File: src/rtl/mem_wb_pipe.sv
// MEM->WB pipeline boundary: valid/ready handshake, NUM_WR register-write lanes
// plus a HI/LO group, one-entry skid buffer and synchronous flush.
module mem_wb_pipe #(
    parameter int DATA_W        = 32,
    parameter int ADDR_W        = 5,
    parameter int NUM_WR        = 2,
    parameter int ZERO_SUPPRESS = 1
) (
    input  logic                       clk,
    input  logic                       rst,
    input  logic                       flush,
    input  logic                       mem_valid,
    output logic                       mem_ready,
    input  logic [NUM_WR*ADDR_W-1:0]   mem_wd,
    input  logic [NUM_WR-1:0]          mem_wreg,
    input  logic [NUM_WR*DATA_W-1:0]   mem_wdata,
    input  logic                       mem_whilo,
    input  logic [DATA_W-1:0]          mem_hi,
    input  logic [DATA_W-1:0]          mem_lo,
    output logic                       wb_valid,
    input  logic                       wb_ready,
    output logic [NUM_WR*ADDR_W-1:0]   wb_wd,
    output logic [NUM_WR-1:0]          wb_wreg,
    output logic [NUM_WR*DATA_W-1:0]   wb_wdata,
    output logic                       wb_whilo,
    output logic [DATA_W-1:0]          wb_hi,
    output logic [DATA_W-1:0]          wb_lo
);

    // Writes to register 0 are dropped at capture so writeback never sees them.
    function automatic logic [NUM_WR-1:0] filter_wreg(
        input logic [NUM_WR*ADDR_W-1:0] wd,
        input logic [NUM_WR-1:0]        wreg
    );
        logic [NUM_WR-1:0] r;
        for (int i = 0; i < NUM_WR; i++)
            r[i] = wreg[i] & ~((ZERO_SUPPRESS != 0) && (wd[i*ADDR_W +: ADDR_W] == '0));
        return r;
    endfunction

    logic [NUM_WR-1:0]        wreg_p0;
    logic                     accept_p0;
    logic                     drain_p0;

    logic                     vld_p1;
    logic [NUM_WR*ADDR_W-1:0] wd_p1;
    logic [NUM_WR-1:0]        wreg_p1;
    logic [NUM_WR*DATA_W-1:0] wdata_p1;
    logic                     whilo_p1;
    logic [DATA_W-1:0]        hi_p1;
    logic [DATA_W-1:0]        lo_p1;

    logic                     skd_vld_p1;
    logic [NUM_WR*ADDR_W-1:0] skd_wd_p1;
    logic [NUM_WR-1:0]        skd_wreg_p1;
    logic [NUM_WR*DATA_W-1:0] skd_wdata_p1;
    logic                     skd_whilo_p1;
    logic [DATA_W-1:0]        skd_hi_p1;
    logic [DATA_W-1:0]        skd_lo_p1;

    // ---- stage p0: capture filtering and handshake decode ----
    assign mem_ready = ~skd_vld_p1;
    assign wreg_p0   = filter_wreg(mem_wd, mem_wreg);
    assign accept_p0 = mem_valid & mem_ready;
    assign drain_p0  = vld_p1 & wb_ready;

    // ---- stage p1: output register and skid register ----
    always_ff @(posedge clk) begin
        if (rst) begin
            vld_p1       <= 1'b0;
            wd_p1        <= '0;
            wreg_p1      <= '0;
            wdata_p1     <= '0;
            whilo_p1     <= 1'b0;
            hi_p1        <= '0;
            lo_p1        <= '0;
            skd_vld_p1   <= 1'b0;
            skd_wd_p1    <= '0;
            skd_wreg_p1  <= '0;
            skd_wdata_p1 <= '0;
            skd_whilo_p1 <= 1'b0;
            skd_hi_p1    <= '0;
            skd_lo_p1    <= '0;
        end else if (flush) begin
            vld_p1     <= 1'b0;
            wreg_p1    <= '0;
            whilo_p1   <= 1'b0;
            skd_vld_p1 <= 1'b0;
        end else if (!skd_vld_p1) begin
            if (accept_p0 && (!vld_p1 || drain_p0)) begin
                vld_p1   <= 1'b1;
                wd_p1    <= mem_wd;
                wreg_p1  <= wreg_p0;
                wdata_p1 <= mem_wdata;
                whilo_p1 <= mem_whilo;
                hi_p1    <= mem_hi;
                lo_p1    <= mem_lo;
            end else if (accept_p0) begin
                skd_vld_p1   <= 1'b1;
                skd_wd_p1    <= mem_wd;
                skd_wreg_p1  <= wreg_p0;
                skd_wdata_p1 <= mem_wdata;
                skd_whilo_p1 <= mem_whilo;
                skd_hi_p1    <= mem_hi;
                skd_lo_p1    <= mem_lo;
            end else if (drain_p0) begin
                // Empty output must not expose a stale write-enable.
                vld_p1   <= 1'b0;
                wreg_p1  <= '0;
                whilo_p1 <= 1'b0;
            end
        end else if (drain_p0) begin
            skd_vld_p1 <= 1'b0;
            wd_p1      <= skd_wd_p1;
            wreg_p1    <= skd_wreg_p1;
            wdata_p1   <= skd_wdata_p1;
            whilo_p1   <= skd_whilo_p1;
            hi_p1      <= skd_hi_p1;
            lo_p1      <= skd_lo_p1;
        end
    end

    assign wb_valid = vld_p1;
    assign wb_wd    = wd_p1;
    assign wb_wreg  = wreg_p1;
    assign wb_wdata = wdata_p1;
    assign wb_whilo = whilo_p1;
    assign wb_hi    = hi_p1;
    assign wb_lo    = lo_p1;

endmodule

File: config.mk
export PLATFORM = sky130hd
export DESIGN_NAME = mem_wb_pipe
export DESIGN_NICKNAME = d
export VERILOG_FILES = /design/src/rtl/mem_wb_pipe.sv
export SDC_FILE = /design/constraint.sdc
export NUM_CORES = 1
export LEC_CHECK = 0
export ABC_AREA = 1
export CAP_MARGIN = 20
export CORE_ASPECT_RATIO = 1.1
export CORE_MARGIN = 1.5
export CORE_UTILIZATION = 25
export CTS_BUF_LIST = sky130_fd_sc_hd__clkbuf_2
export CTS_CLUSTER_SIZE = 20
export DETAILED_ROUTE_END_ITERATION = 7
export DONT_BUFFER_PORTS = 1
export PLACE_DENSITY = 0.36
export SETUP_SLACK_MARGIN = 0.5
export SLEW_MARGIN = 40
export SYNTH_ARGS = -nofsm -noshare
export SYNTH_HDL_FRONTEND = slang
export SYNTH_SLANG_ARGS = --single-unit
File: constraint.sdc
create_clock -name clk -period 2 [get_ports clk]
set_clock_uncertainty 0.2 [all_clocks]
set_input_delay 0.3 -clock clk [delete_from_list [all_inputs] [get_ports clk]]
set_output_delay 0.3 -clock clk [all_outputs]
set_load 0.005 [all_outputs]
==> out/metrics.yaml, run 1 <==
run_status:
  status: "finished, violations left"
  violations: "hold timing, setup timing"
layout:
  nets: 2472
  final-seq-area_sq_um: 5950
  instances_no_fill: 3057
  multi_input_area_sq_um: 8320
  fillers: 5180
  drive_gt1_frac: 0.345
  area_growth_pct: 76.0
synth:
  avgSynthCellArea_sq_um: 6.87
  syn_nets: 2063
  ys_ff_latch: 284
  syn_area_sq_um: 13200
  yosysWarningCount: 0
  synth_cell_types: 18
  seq_area_frac_synth: 0.432
  yosysTopAreaCell: "dfxtp_1"
  ys_top_cells_by_area: "dfxtp_1, nand2_1, a21oi_1"
  synth_cells: 1917
  yosysTopAreaCellShare: 0.432
setup_path:
  path_class: "reg2reg"
  r2r-end: "wb_wdata[36]$_SDFFE_PP0P_"
  crit_path_end_kind: "flip-flop"
  cp.required_ns: 2.71
  crit_start: "wb_valid$_SDFFE_PP0P_"
  ff2ff_path_depth: 13
  arrival_ns: 2.85
  critPathCapture: "wb_wdata[36]$_SDFFE_PP0P_"
  regToRegStartpoint: "wb_valid$_SDFFE_PP0P_"
  start_kind: "flip-flop"
  r2r_slack_ns: -0.13
  critPathMaxFanout: 8
timing:
  worstMarginPinSlew_ns: 0.517
  setup_tns_ns: -7.04
  min_period_ns: 2.13
  hold_violations: 139
  rsz0062_at_grt: "yes"
  maxSlewHeadroom: 0.655
  maxSlewViolCount: 0
  whs_ns: -0.882
  finalCritPeriodShare: 1.07
  fmax_mhz: 469
  fin_ws_ns: -0.131
  finalSetupViolCount: 167
place:
  dp.cells: 2457
  numPortBuffers: 0
  dpl.hpwl_um: 27900
  place.gp.congestion: 0.738
route:
  wl_met2_um: 31700
  routed-via-count: 15130
  postRouteAntennaNets: 0
  top_layer_used: "met5"
  dr.first_iter.drc_count: 755
  drcViolationCount: 0
  routedLengthMet1_um: 28000
  routed-wl-met3_um: 3360
  viasPerCell: 4.95
  wl_per_cell_um: 21.0
  drt_wl_total_um: 64300
  drtPass1Iterations: 5
cts:
  postCtsHoldBufs: 291
  path_clk_slew_ns: 0.10
  clk-insertion-delay-late_ns: 1.05
  cts_max_path_buffers: 3
  htreeDepth: 3
  cts_made_buffers: 85
  cts_num_sinks: 284
  cts_root_buffer: "clkbuf_2"
  cts_tree: "yes"
die:
  rows: 88
  ios: 289
  die_area_sq_um: 54000
  die_x_um: 222
  die_y_um: 244
  initial_core_util: 0.252
  core_sq_um: 52200
pwr:
  p_clk_frac: 0.325
  switching_power_uw: 4340
  comb_power_share: 0.216
  powerDensity_nw_per_um2: 579
  switching_share: 0.324
  p_leak_uw: 0.00889
  internal_power_uw: 9080
  peakVddDrop_uv: 299
  seq_power_share: 0.458
  power_uw: 13400
grt:
  grt_pass1_vias: 14687
  antenna_found_initial: 4
  gr-total-overflow: 0
  grt_first_pass_wirelength_um: 90400
  grt_usage: 0.217
  grt_max_degree: 142
hold_path:
  hp-class: "in2reg"
flow_run:
  drv_cap: 0
synth_stat cells:
master    instances
nand4_1         139
clkbuf_1         74
nand2_1         574
dfxtp_1         284
a21boi_0          1
buf_1            18
clkinv_1          2
buf_2            90
a21oi_2           1
inv_1            14
nand3_1         143
and2_0          128
nor2_2            2
o21ai_0           2
a21oi_1         282
nor2_1          154
inv_2             1
and2_1            8
state kept, by name, indices dropped and copies added, names as in the netlist:
register and flops:
skd_wdata_p1 64, wb_wdata 64, skd_hi_p1 32, skd_lo_p1 32, wb_hi 32, wb_lo 32
skd_wd_p1 10, wb_wd 10, skd_wreg_p1 2, wb_wreg 2, skd_vld_p1 1, skd_whilo_p1 1
wb_valid 1, wb_whilo 1
routing by layer:
layer	vias up	track usage
li1	7289	-
met1	7342	0.265
met2	416	0.373
met3	81	0.0487
met4	2	0.0784
met5	-	0
stage by stage:
| step | util | instance area (sq um) | setup WS [ns] | hold WS, ns |
|---|---|---|---|---|
| 3_3_place_gp | 0.268 | 14000 | 0.228 | 0.202 |
| 4_1_cts | 0.395 | 20600 | -0.316 | -1.06 |
| 5_1_grt | 0.444 | 23200 | -0.226 | -0.977 |
| 3_5_place_dp | 0.268 | 14000 | 0.217 | 0.204 |
| 2_1_floorplan | - | 13200 | 0.479 | 0.240 |
| 6_report | 0.444 | 23200 | -0.131 | -0.882 |
final cells by class:
class / instances / area share
Inverter: 17 / 0.00340
Timing Repair Buffer: 504 / 0.314
Clock buffer: 125 / 0.0270
Sequential cell: 284 / 0.257
Tap cell: 675 / 0.0365
Multi-Input combinational cell: 1434 / 0.359
Clock inverter: 15 / 0.00248
Antenna cell: 3 / 0.000324
cell usage in the layout (no fill, tap or decap), types with 5 or more instances in the layout:
| cell type | instances |
|---|---|
| nand4_1 | 139 |
| a21oi_4 | 13 |
| nand2_4 | 38 |
| nor2_2 | 11 |
| nor2_1 | 142 |
| dfxtp_4 | 33 |
| nand3_2 | 104 |
| buf_6 | 30 |
| a21oi_1 | 171 |
| buf_16 | 63 |
| buf_4 | 18 |
| a21oi_2 | 99 |
| clkbuf_16 | 35 |
| dfxtp_1 | 141 |
| inv_2 | 5 |
| nand2_1 | 491 |
| and2_1 | 8 |
| buf_12 | 45 |
| inv_1 | 13 |
| nand3_4 | 17 |
| and2_0 | 128 |
| buf_8 | 19 |
| dlygate4sd3_1 | 291 |
| nand3_1 | 22 |
| clkinv_1 | 9 |
| clkbuf_2 | 125 |
| nand2_2 | 44 |
| dfxtp_2 | 110 |
critical path, stage by stage (launching register included):
cell	delay, ns
dfxtp_2	0.36
buf_6	0.09
buf_6	0.08
buf_6	0.08
buf_6	0.11
nand2_4	0.06
a21oi_4	0.21
buf_6	0.14
buf_12	0.17
buf_12	0.17
clkbuf_16	0.15
nand3_2	0.07
nand2_1	0.06
nor2_1	0.04
how the worst min path moves through the flow:
stage                                from                       endpoint  slack, ns  cells past startpoint
2_1_floorplan  skd_lo_p1[31]$_SDFFE_PP0P_     skd_lo_p1[31]$_SDFFE_PP0P_       0.24                      2
3_3_place_gp                          rst     skd_lo_p1[15]$_SDFFE_PP0P_       0.20                      1
3_5_place_dp                          rst     skd_lo_p1[21]$_SDFFE_PP0P_       0.20                      1
4_1_cts                               rst  skd_wdata_p1[24]$_SDFFE_PP0P_      -1.06                      1
5_1_grt                               rst  skd_wdata_p1[26]$_SDFFE_PP0P_      -0.98                      1
6_report                              rst  skd_wdata_p1[29]$_SDFFE_PP0P_      -0.88                      1
logic make-up after synthesis:
group           count (synthesis)  synth area share
compound gates                286             0.109
buf+inv                       199            0.0653
flops                         284             0.432
simple gates                 1148             0.394
power groups by stage:
stage               Combinational (uW)  Clock, uW  Sequential, uW
floorplan                          939          0            6140
global placement                  1250          0            6230
detailed placement                1250          0            6230
CTS                               2390       4620            6140
global route                      3110       4860            6170
finish                            2910       4370            6150
repair_timing:
item                                    in CTS  in global routing
endpoints found under the setup margin     427                427
pin swaps                                   46                224
hold endpoints to repair                   284                144
setup buffers                               56                 14
resized for setup                          376                351
gates cloned                                51                 45
Note: power is estimated with default switching activity, not from simulation.
==> run 2: changes to the inputs <==
--- a/config.mk
+++ b/config.mk
@@ -5,7 +5,6 @@
 export SDC_FILE = /design/constraint.sdc
 export NUM_CORES = 1
 export LEC_CHECK = 0
-export ABC_AREA = 1
 export CAP_MARGIN = 20
 export CORE_ASPECT_RATIO = 1.1
 export CORE_MARGIN = 1.5
@@ -16,7 +15,6 @@
 export DONT_BUFFER_PORTS = 1
 export PLACE_DENSITY = 0.36
 export SETUP_SLACK_MARGIN = 0.5
-export SLEW_MARGIN = 40
 export SYNTH_ARGS = -nofsm -noshare
 export SYNTH_HDL_FRONTEND = slang
 export SYNTH_SLANG_ARGS = --single-unit
==> out/metrics.yaml, run 2 <==
run_status:
  status: "finished, violations left"
  violations: "hold timing, setup timing"
cts:
  cts_made_buffers: 84
  cts_root_buffer: "clkbuf_2"
  cts_tree: "yes"
  cts_num_sinks: 284
  htreeDepth: 3
  cts_max_path_buffers: 3
  clk-insertion-delay-late_ns: 1.00
  path_clk_slew_ns: 0.10
synth:
  syn_nets: 1410
  synth_cells: 1264
  ys_ff_latch: 284
  synth_cell_types: 25
  seq_area_frac_synth: 0.513
  yosysMostFrequentCell: "nand2_1"
  syn_area_sq_um: 11100
  yosysTopAreaCell: "dfxtp_1"
  yosysWarningCount: 0
  synth_top_cells_by_count: "nand2_1, dfxtp_1, a21oi_1, nor2_1, a211oi_1"
  synth_async_sr_flop_share: 0
  synth_edf_count: 0
  yosysTopAreaCellShare: 0.513
  ys.flop_type: "dfxtp_1"
  avgSynthCellArea_sq_um: 8.77
  ys_top_cells_by_area: "dfxtp_1, mux2i_1, nand2_1"
route:
  wl_met2_um: 22500
  drtPass1Iterations: 5
  drt_wl_total_um: 46800
  routedLengthMet1_um: 20400
  postRouteAntennaNets: 0
  routed-via-count: 10418
  dr.first_iter.drc_count: 339
  drcViolationCount: 0
  routed-wl-met3_um: 3040
  wl_per_cell_um: 21.7
  viasPerCell: 4.82
  top_layer_used: "met4"
setup_path:
  worst-path-buf-inv: 7
  slowest_stage: "dfxtp_4"
  regToRegStartpoint: "skd_vld_p1$_SDFF_PP0_"
  ff2ff_path_depth: 11
  crit_family: "buffers and inverters"
  arrival_ns: 2.83
  critical_path_depth: 11
  crit_path_cell_trace: "buf_6 > nand2b_4 > a211oi_4 > buf_4 > buf_6 > buf_12 > buf_8 > clkbuf_16 > buf_12 > nor2_4 > a211oi_2"
  cp.required_ns: 2.70
  crit_start: "skd_vld_p1$_SDFF_PP0_"
  start_kind: "flip-flop"
  path_class: "reg2reg"
  critPathMaxFanout: 7
  cp_slowest_stage_delay_ns: 0.37
  crit_path_end_kind: "flip-flop"
timing:
  fin_ws_ns: -0.126
  min_period_ns: 2.13
  rsz0062_at_grt: "yes"
  finalSetupViolCount: 218
  finalCritPeriodShare: 1.06
  worstMarginPinSlew_ns: 0.619
  maxSlewViolCount: 0
  whs_ns: -0.790
  fmax_mhz: 470
  hold_violations: 279
  maxSlewHeadroom: 0.587
  setup_tns_ns: -9.17
hold_path:
  min_from: "rst"
  holdPathStages: 1
  hp-class: "in2reg"
pwr:
  switching_share: 0.301
  p_leak_uw: 0.00639
  switching_power_uw: 3620
  peakVddDrop_uv: 266
  comb_power_share: 0.150
  powerDensity_nw_per_um2: 611
  p_clk_frac: 0.339
  internal_power_uw: 8410
  seq_power_share: 0.511
layout:
  final_common_cell: "dlygate4sd3_1"
  instances_no_fill: 2161
  fillers: 4178
  nets: 1686
  drive_gt1_frac: 0.585
  final_core_utilization: 0.452
  area_growth_pct: 77.3
  final_cell_mix: "dlygate4sd3_1, nand2_1, dfxtp_1"
place:
  dpl.hpwl_um: 20200
  place.gp.congestion: 0.697
  numPortBuffers: 0
  dp.cells: 1753
die:
  initial_core_util: 0.255
  die_y_um: 224
  die_area_sq_um: 45600
  core_sq_um: 43500
  rows: 80
  die_x_um: 204
  ios: 289
grt:
  grt_first_pass_wirelength_um: 57100
  grt_max_degree: 281
  grt_usage: 0.166
  antenna_found_initial: 4
  gr-total-overflow: 0
  grt_pass1_vias: 9002
flow_run:
  drv_cap: 0
[run 2: changes by cell type after synthesis, sizes merged, moves of 138 or more]
cell and delta:
nand2 -289, a211oi +141, nand3 -141, a21oi -140, mux2i +138, nand4 -138
[run 2: area by class of cell]
cell class	count	area [sq um]	area share
sequential	284	6040	0.307
multi-input combinational	868	7710	0.392
timing repair buffer	300	4550	0.231
clock inverter	12	46.3	0.00235
clock buffer	116	581	0.0295
tap	574	718	0.0365
antenna	5	12.5	0.000636
inverter	2	10.0	0.000509
[run 2: final timing paths]
| check | to | slack (ns) |
|---|---|---|
| setup / recovery | wb_lo[28]$_SDFFE_PP0P_ | -0.13 |
| hold / removal | wb_wdata[62]$_SDFFE_PP0P_ | -0.79 |
| setup reg to reg | wb_lo[28]$_SDFFE_PP0P_ | -0.13 |
| hold reg to reg | skd_wdata_p1[14]$_SDFFE_PP0P_ | 0.27 |
[run 2: repair_timing]
| action | 4_1_cts | 5_1_grt |
|---|---|---|
| pin swaps | 17 | 348 |
| hold buffers | 25 | 125 |
| cloned | 25 | 44 |
| setup buffers | 21 | 35 |
| hold endpoints to repair | 284 | 281 |
| endpoints found under the setup margin | 427 | 427 |
| gates resized for setup | 207 | 838 |
[run 2: power by group through the flow]
stage	clock [uW]	combinational [uW]	sequential (uW)
CTS	4360	975	6120
finish	4080	1800	6140
detailed placement	0	618	6220
floorplan	0	581	6130
global route	4630	1930	6180
global placement	0	606	6220
[run 2: cell families (layout without fill, tap and decap cells)]
family                 Yosys count  count (layout)  share of synthesized area
AND/OR/NAND/NOR                440             440                      0.152
AO/OA/AOI/OAI                  290             290                      0.164
flip-flops                     284             284                      0.513
multiplexers                   138             138                      0.125
buffers and inverters          112             430                     0.0470
other                            0               5                          0
[run 2: stage by stage]
stage	power, uW	cell area [sq um]	setup WS [ns]	hold WS (ns)
floorplan	6710	11200	0.268	0.232
global placement	6820	11700	0.118	0.193
detailed placement	6840	11700	0.0555	0.194
CTS	11500	13900	-0.268	-1.01
global route	12700	19700	-0.237	-0.913
finish	12000	19700	-0.126	-0.790
[run 2: metal layers]
layer,vias up,track usage
met1,5113,0.203
met4,0,0.0638
met2,283,0.258
met3,55,0.0681
met5,-,0
li1,4967,-
==> run 3: changes to the inputs <==
==> constraint.sdc (replaced) <==
create_clock -name clk -period 2.5 [get_ports clk]
set_clock_uncertainty 0.2 [all_clocks]
set_input_delay 0.375 -clock clk [delete_from_list [all_inputs] [get_ports clk]]
set_output_delay 0.375 -clock clk [all_outputs]
set_load 0.005 [all_outputs]
==> out/metrics.yaml, run 3 (synthesis results as in run 2) <==
hold_path:
  holdPathStages: 1
  hp-class: "in2reg"
  min_from: "rst"
  min_to: "skd_wd_p1[9]$_SDFFE_PP0P_"
pwr:
  switching_share: 0.288
  p_leak_uw: 0.00503
  switching_power_uw: 2680
  p_clk_frac: 0.374
  peakVddDrop_uv: 300
  comb_power_share: 0.101
  internal_power_uw: 6630
  seq_power_share: 0.525
  powerDensity_nw_per_um2: 623
die:
  core_sq_um: 43500
  rows: 80
  die_x_um: 204
  initial_core_util: 0.255
  ios: 289
  die_area_sq_um: 45600
  die_y_um: 224
layout:
  drive_gt1_frac: 0.277
  final_common_cell: "nand2_1"
  multi_input_area_sq_um: 5110
  fillers: 4610
  area_growth_pct: 34.6
  final_core_utilization: 0.343
  nets: 1550
  final_cell_mix: "nand2_1, nor2_1, a21oi_1"
  final-seq-area_sq_um: 5920
cts:
  cts_num_sinks: 284
  htreeDepth: 3
  cts_root_buffer: "clkbuf_2"
  cts_tree: "yes"
  clk-insertion-delay-late_ns: 1.04
  path_clk_slew_ns: 0.10
  cts_made_buffers: 83
  cts_max_path_buffers: 3
timing:
  finalSetupViolCount: 0
  fmax_mhz: 474
  min_period_ns: 2.11
  setup_tns_ns: 0
  maxSlewHeadroom: 0.259
  whs_ns: -0.757
  finalCritPeriodShare: 0.844
  hold_violations: 279
  rsz0062_at_grt: "yes"
  maxSlewViolCount: 0
  worstMarginPinSlew_ns: 1.11
route:
  drtPass1Iterations: 4
  drt_wl_total_um: 41200
  viasPerCell: 4.64
  wl_per_cell_um: 20.2
  dr.first_iter.drc_count: 361
  routed-via-count: 9455
  postRouteAntennaNets: 0
  drcViolationCount: 0
setup_path:
  crit_family: "buffers and inverters"
  ff2ff_path_depth: 11
  critical_path_depth: 5
  start_kind: "input port"
  crit_top_cell: "dlygate4sd3_1"
  worst-path-buf-inv: 3
  cp.required_ns: 3.19
  regToRegStartpoint: "skd_vld_p1$_SDFF_PP0_"
  cp_slowest_stage_delay_ns: 0.69
  arrival_ns: 2.80
  crit_path_cell_trace: "dlygate4sd3_1 > or2_2 > dlygate4sd3_1 > dlygate4sd3_1 > nor3b_1"
  slowest_stage: "dlygate4sd3_1"
  crit_path_end_kind: "flip-flop"
  r2r_slack_ns: 0.39
  r2r-end: "wb_hi[11]$_SDFFE_PP0P_"
  path_class: "in2reg"
  critPathMaxFanout: 5
place:
  place.gp.congestion: 0.699
  dpl.hpwl_um: 20400
  numPortBuffers: 0
run_status:
  violations: "hold timing"
  status: "finished, violations left"
grt:
  antenna_found_initial: 2
  gr-total-overflow: 0
  grt_max_degree: 281
  grt_pass1_vias: 8915
  grt_first_pass_wirelength_um: 55200
  grt_usage: 0.160
flow_run:
  drv_cap: 0
==> run 3: cell types whose count changed in the layout (fill, tap and decap cells not counted), moves of 74 or more <==
cell,before,now
nor2_1,46,143
dlygate4sd3_1,150,76
a21oi_2,137,0
a211oi_1,10,104
nand2_1,144,284
a21oi_1,6,143
a211oi_2,130,36
nand2_4,133,1
==> run 3: stage by stage <==
stage / worst slack (ns) / total power (uW) / cells / cell area, sq um
after floorplan: 0.681 / 5360 / 1264 / 11100
after global placement: 0.378 / 5440 / 1747 / 11600
after detailed placement: 0.312 / 5450 / 1747 / 11600
after CTS: 0.184 / 9250 / 1950 / 13300
after global routing: 0.229 / 9920 / 2038 / 14900
final: 0.389 / 9310 / 2038 / 14900
==> run 3: layout make-up <==
type,instances,area share
repair buffers,164,0.164
well taps,574,0.0481
flip-flops and latches,284,0.397
clock buffers,122,0.0409
clock inverters,21,0.00721
inverters,2,0.000838
multi-input cells,869,0.342
diodes,2,0.000335
==> run 3: worst max path at each step <==
stage	from	to	slack, ns
after floorplan	mem_valid	skd_hi_p1[14]$_SDFFE_PP0P_	0.68
after global placement	wb_valid$_SDFFE_PP0P_	wb_hi[15]$_SDFFE_PP0P_	0.38
after detailed placement	wb_valid$_SDFFE_PP0P_	wb_hi[10]$_SDFFE_PP0P_	0.31
after CTS	skd_vld_p1$_SDFF_PP0_	mem_ready	0.18
after global routing	skd_vld_p1$_SDFF_PP0_	mem_ready	0.23
final	flush	skd_vld_p1$_SDFF_PP0_	0.39
==> run 3: power by group through the flow <==
| stage | Combinational (uW) | Sequential [uW] | Clock [uW] |
|---|---|---|---|
| after global placement | 466 | 4980 | 0 |
| after CTS | 626 | 4900 | 3720 |
| after global routing | 1030 | 4910 | 3980 |
| final | 944 | 4890 | 3480 |
| after floorplan | 457 | 4900 | 0 |
| after detailed placement | 476 | 4980 | 0 |
==> run 3: routing by layer <==
metal,global-route usage,share of wire,vias to the layer above
li1,-,-,4684
met1,0.190,0.42,4436
met2,0.247,0.47,272
met3,0.0663,0.077,63
met4,0.0808,0.028,0
met5,0,0,-
==> run 3: repair_timing <==
| action | 4_1_cts | 5_1_grt |
|---|---|---|
| hold buffers | 48 | 28 |
| gates cloned | 7 | 32 |
| setup buffers | 5 | 26 |
| gates resized for setup | 167 | 111 |
| hold endpoints to repair | 284 | 280 |
| pin swaps | 1 | 83 |
| setup endpoints to repair | 405 | 396 |
==> run 3: worst reg2reg max path: stages (launching register included) <==
cell and delay [ns]:
dfxtp_4 0.38, buf_4 0.12, buf_6 0.09, buf_8 0.09, nand2_4 0.05, a211oi_4 0.27
buf_12 0.17, buf_6 0.10, clkbuf_16 0.16, buf_12 0.12, nor2_1 0.04, a211oi_1 0.20
